## src/rtl/mem_port_arbiter.sv

```systemverilog
// Arbitrates one single-ported memory between instruction fetch and data access.
// Data wins over fetch; busy stalls the pipeline until every needed access has completed.
module mem_port_arbiter #(
  parameter int unsigned AW = 32,
  parameter int unsigned DW = 32
) (
  input  logic            clk,
  input  logic            rst_n,
  input  logic            if_req,
  input  logic [AW-1:0]   if_addr,
  output logic [DW-1:0]   if_rdata,
  output logic            if_valid,
  input  logic            d_req,
  input  logic            d_we,
  input  logic [DW/8-1:0] d_be,
  input  logic [AW-1:0]   d_addr,
  input  logic [DW-1:0]   d_wdata,
  output logic [DW-1:0]   d_rdata,
  output logic            d_valid,
  output logic            mem_req,
  output logic            mem_we,
  output logic [DW/8-1:0] mem_be,
  output logic [AW-1:0]   mem_addr,
  output logic [DW-1:0]   mem_wdata,
  input  logic            mem_ready,
  input  logic [DW-1:0]   mem_rdata,
  output logic            busy
);

  localparam int unsigned BW = DW / 8;

  typedef enum logic [1:0] {IDLE, D_ACC, I_ACC} state_t;

  state_t          state_q, state_d;
  logic            i_done, i_done_d;
  logic            d_done, d_done_d;
  logic            mem_req_d, mem_we_d;
  logic [BW-1:0]   mem_be_d;
  logic [AW-1:0]   mem_addr_d;
  logic [DW-1:0]   mem_wdata_d;
  logic [DW-1:0]   if_rdata_d, d_rdata_d;

  assign busy     = (if_req && !i_done) || (d_req && !d_done);
  assign if_valid = i_done;
  assign d_valid  = d_done;

  // State and datapath registers
  always_ff @(posedge clk or negedge rst_n) begin
    if (!rst_n) begin
      state_q   <= IDLE;
      mem_req   <= 1'b0;
      mem_we    <= 1'b0;
      mem_be    <= '0;
      mem_addr  <= '0;
      mem_wdata <= '0;
      i_done    <= 1'b0;
      d_done    <= 1'b0;
      if_rdata  <= '0;
      d_rdata   <= '0;
    end else begin
      state_q   <= state_d;
      mem_req   <= mem_req_d;
      mem_we    <= mem_we_d;
      mem_be    <= mem_be_d;
      mem_addr  <= mem_addr_d;
      mem_wdata <= mem_wdata_d;
      i_done    <= i_done_d;
      d_done    <= d_done_d;
      if_rdata  <= if_rdata_d;
      d_rdata   <= d_rdata_d;
    end
  end

  // Next-state: launch from IDLE, hold mem_* until mem_ready, then record completion
  always_comb begin
    state_d     = state_q;
    mem_req_d   = mem_req;
    mem_we_d    = mem_we;
    mem_be_d    = mem_be;
    mem_addr_d  = mem_addr;
    mem_wdata_d = mem_wdata;
    i_done_d    = i_done;
    d_done_d    = d_done;
    if_rdata_d  = if_rdata;
    d_rdata_d   = d_rdata;

    // Pipeline advances on this edge: results are consumed
    if (!busy) begin
      i_done_d = 1'b0;
      d_done_d = 1'b0;
    end

    unique case (state_q)
      IDLE: begin
        if (d_req && !d_done) begin
          mem_addr_d  = d_addr;
          mem_we_d    = d_we;
          mem_be_d    = d_we ? d_be : {BW{1'b1}};
          mem_wdata_d = d_wdata;
          mem_req_d   = 1'b1;
          state_d     = D_ACC;
        end else if (if_req && !i_done) begin
          mem_addr_d = if_addr;
          mem_we_d   = 1'b0;
          mem_be_d   = {BW{1'b1}};
          mem_req_d  = 1'b1;
          state_d    = I_ACC;
        end
      end
      D_ACC: begin
        if (mem_ready) begin
          mem_req_d = 1'b0;
          d_done_d  = 1'b1;
          if (!mem_we) d_rdata_d = mem_rdata;
          state_d   = IDLE;
        end
      end
      I_ACC: begin
        if (mem_ready) begin
          mem_req_d  = 1'b0;
          i_done_d   = 1'b1;
          if_rdata_d = mem_rdata;
          state_d    = IDLE;
        end
      end
      default: state_d = IDLE;
    endcase
  end

endmodule
```

## config.mk

```make
export PLATFORM = sky130hd
export DESIGN_NAME = mem_port_arbiter
export DESIGN_NICKNAME = d
export VERILOG_FILES = /design/src/rtl/mem_port_arbiter.sv
export SDC_FILE = /design/constraint.sdc
export NUM_CORES = 1
export LEC_CHECK = 0
export CORE_AREA = 3 3 111 156
export DETAILED_ROUTE_END_ITERATION = 6
export DIE_AREA = 0 0 114 159
export PLACE_DENSITY = 0.71
export SLEW_MARGIN = 25
export SYNTH_ARGS = -nofsm -noshare
export SYNTH_HDL_FRONTEND = slang
export SYNTH_SLANG_ARGS = --single-unit
```

## constraint.sdc

```tcl
create_clock -name clk -period 4.8 [get_ports clk]
set_input_delay 1.2 -clock clk [delete_from_list [all_inputs] [get_ports clk]]
set_output_delay 1.2 -clock clk [all_outputs]
set_load 0.02 [all_outputs]
```

==> impl_metrics.ini <==
[outcome]
outcome = completed

[worst_setup_path]
r2r-end = mem_addr[16]
critPathCapture = busy
critPathArrivalTime_ns = 2.53
required_ns = 3.60
cp_max_fo = 6
crit_path_start = if_req
r2r_start = d_valid
path_class = in -> out
reg2regPathDepth = 5
r2r_slack_ns = 2.71
critPathLaunchType = input pin
end_kind = primary output

[power]
power_mw = 6.731
powerDensity_nw_per_um2 = 724.2
ir_worst_vdd_uv = 434.3
leakage_nw = 3.921

[clock_tree]
cts_buffers = 17
tritoncts = built
cts.path.max_buffers = 2
h-tree-depth = 4
root_buffer = clkbuf_16
clk_pin_slew_worst_paths_ns = 0.05
cts_resized = 0
clk_latency_ns = 0.40
cts.sinks = 138
cts_hold_buffers = 0
postCtsSetupBuffers = 0

[timing]
drv_slew = 0
slew_headroom = 0.4367
tightestPinTransition_ns = 0.8450
hold_violations = 0
fin_tns_setup_ns = 0
layout_min_cycle_time_ns = 3.725
finClkSkew_ns = 0.008944
fmax_ghz = 0.2684
fin_ws_ns = 1.075
rsz0062_at_grt = false
setup-violations-final = 0
period_share = 0.7761

[logic_synthesis]
yosys.area_share.simple = 0.01375
netlist_area_um2 = 5734
yosysUniqueCellTypes = 22
synthCells = 350
synthMuxAreaShare = 0.3325
synth-compound-area-share = 0.01746
seq_area_frac_synth = 0.6022
yosys_warnings = 0
synthXorXnorAreaFrac = 0
synth_top_family_by_area = multiplexers
synth_nets = 492
syn-mean-instance-area_um2 = 16.38
synth-adder-area-share = 0.008728
ys_seq_elements = 138

[placement]
dp_hpwl_um = 12080
dpl_worst_slack_ns = 1.064
gp_congestion = 0.7424
postPlaceCellArea_um2 = 8657
io_buffers = 274

[global_routing]
grt_max_degree = 108
grt.total_usage = 0.1777
first_global_vias = 4638
grt_overflow = 0
grt_pass1_wl_um = 25030
grt_antenna_before_repair = 0

[drt]
vias_per_cell = 4.701
drcViolationCount = 0
drtIter0Drc = 141
wl_per_cell_um = 18.87
wl_um = 15920
via_count = 3968
ant_nets = 0
drt_first_pass_iters = 4

[final_layout]
area_growth_pct = 62.08
drive_gt1_frac = 0.3101
final_net_count = 774
postLayoutCellArea_um2 = 9294
diodes = 0
n_fill_cell = 1361

[floorplanning]
die_y_um = 159
die_w_um = 114
design.die.area_um2 = 18130
rows = 55
core_area_um2 = 16100
num_io_pins = 275
initial_core_util = 0.3561

[job]
drv_cap = 0

[hold_path]
worstHoldPathType = reg -> reg
kinds of logic after synthesis:
| group | after synthesis |
|---|---|
| simple gates | 12 |
| compound gates | 14 |
| buf+inv | 22 |
| mux | 160 |
| fa+ha+maj | 4 |
| flops | 138 |
layout make-up:
class                           instances  area [um^2]  area share
Clock buffer                           20        446.7     0.04806
Timing Repair Buffer                  280         2791      0.3004
Sequential cell                       138         3453      0.3716
Clock inverter                         12        187.7     0.02019
Tap cell                              199        249.0     0.02679
Multi-Input combinational cell        190         2147      0.2310
Inverter                                5        18.77    0.002019
Yosys cell counts:
cell type	count	area, um^2
o22ai_1	1	6.260
buf_6	3	33.78
ha_1	4	50.05
o22a_1	4	35.03
inv_1	5	18.77
a32o_1	1	10.01
buf_4	3	22.52
nand2b_4	2	27.53
mux2_4	28	420.4
a21boi_0	1	7.510
o21ai_0	4	20.02
a31oi_1	1	6.260
nand3_1	3	15.01
buf_2	10	50.05
buf_12	1	20.02
mux2_2	132	1486
a21oi_1	1	5.000
a311o_1	1	10.01
nor2b_1	3	18.77
nand2_1	3	11.26
nand4_1	1	6.260
dfrtp_1	138	3453
registers in the layout (all words and copies together) (netlist names):
| signal | flops |
|---|---|
| if_rdata | 32 |
| mem_req | 1 |
| mem_addr | 32 |
| mem_we | 1 |
| if_valid | 1 |
| d_rdata | 32 |
| state_q | 2 |
| mem_be | 4 |
| d_valid | 1 |
| mem_wdata | 32 |
worst min-delay path by stage:
stage	slack, ns	cells after the start	end	from
after floorplan	0.55	2	state_q[0]	state_q[0]
after global placement	0.47	1	mem_be[1]	mem_be[1]
final	0.49	1	mem_be[0]	mem_be[0]
after global routing	0.51	1	mem_addr[3]	mem_addr[3]
after CTS	0.49	1	mem_be[0]	mem_be[0]
after detailed placement	0.48	1	mem_be[0]	mem_be[0]
layer usage:
layer,up-vias,wire length (um),track usage
li1,1817,-,-
met4,0,359,0.06861
met1,1970,5575,0.1922
met2,160,8757,0.3204
met3,21,1232,0.05285
met5,-,0,0
per-stage QoR:
stage	hold slack [ns]	std cells	utilization
after detailed placement	0.4782	812	0.5376
after global routing	0.5135	844	0.5772
after CTS	0.4908	844	0.5770
after global placement	0.4719	812	0.5376
after floorplan	0.5533	350	-
final	0.4878	844	0.5772
placed cells by master (no fill, tap or decap), drive strengths merged:
master,instances
a21boi,1
a21oi,1
a311o,1
a31oi,1
a32o,1
buf,6
bufinv,4
clkbuf,21
clkdlybuf4s50,273
clkinv,3
clkinvlp,2
dfrtp,138
ha,4
inv,8
mux2,160
nand2,3
nand2b,2
nand3,3
nand4,1
nor2b,3
o21ai,4
o22a,4
o22ai,1
critical path: stages:
cell	delay [ns]
clkdlybuf4s50_1	0.53
nand2b_4	0.11
nand2_1	0.08
clkdlybuf4s50_1	0.61
power by group:
group	internal, mW	switching, mW	leakage (nW)
clock	0.891	0.493	0.302
sequential	1.76	0.308	1.63
combinational	1.78	1.50	1.99
(Power assumes the default switching activity.)
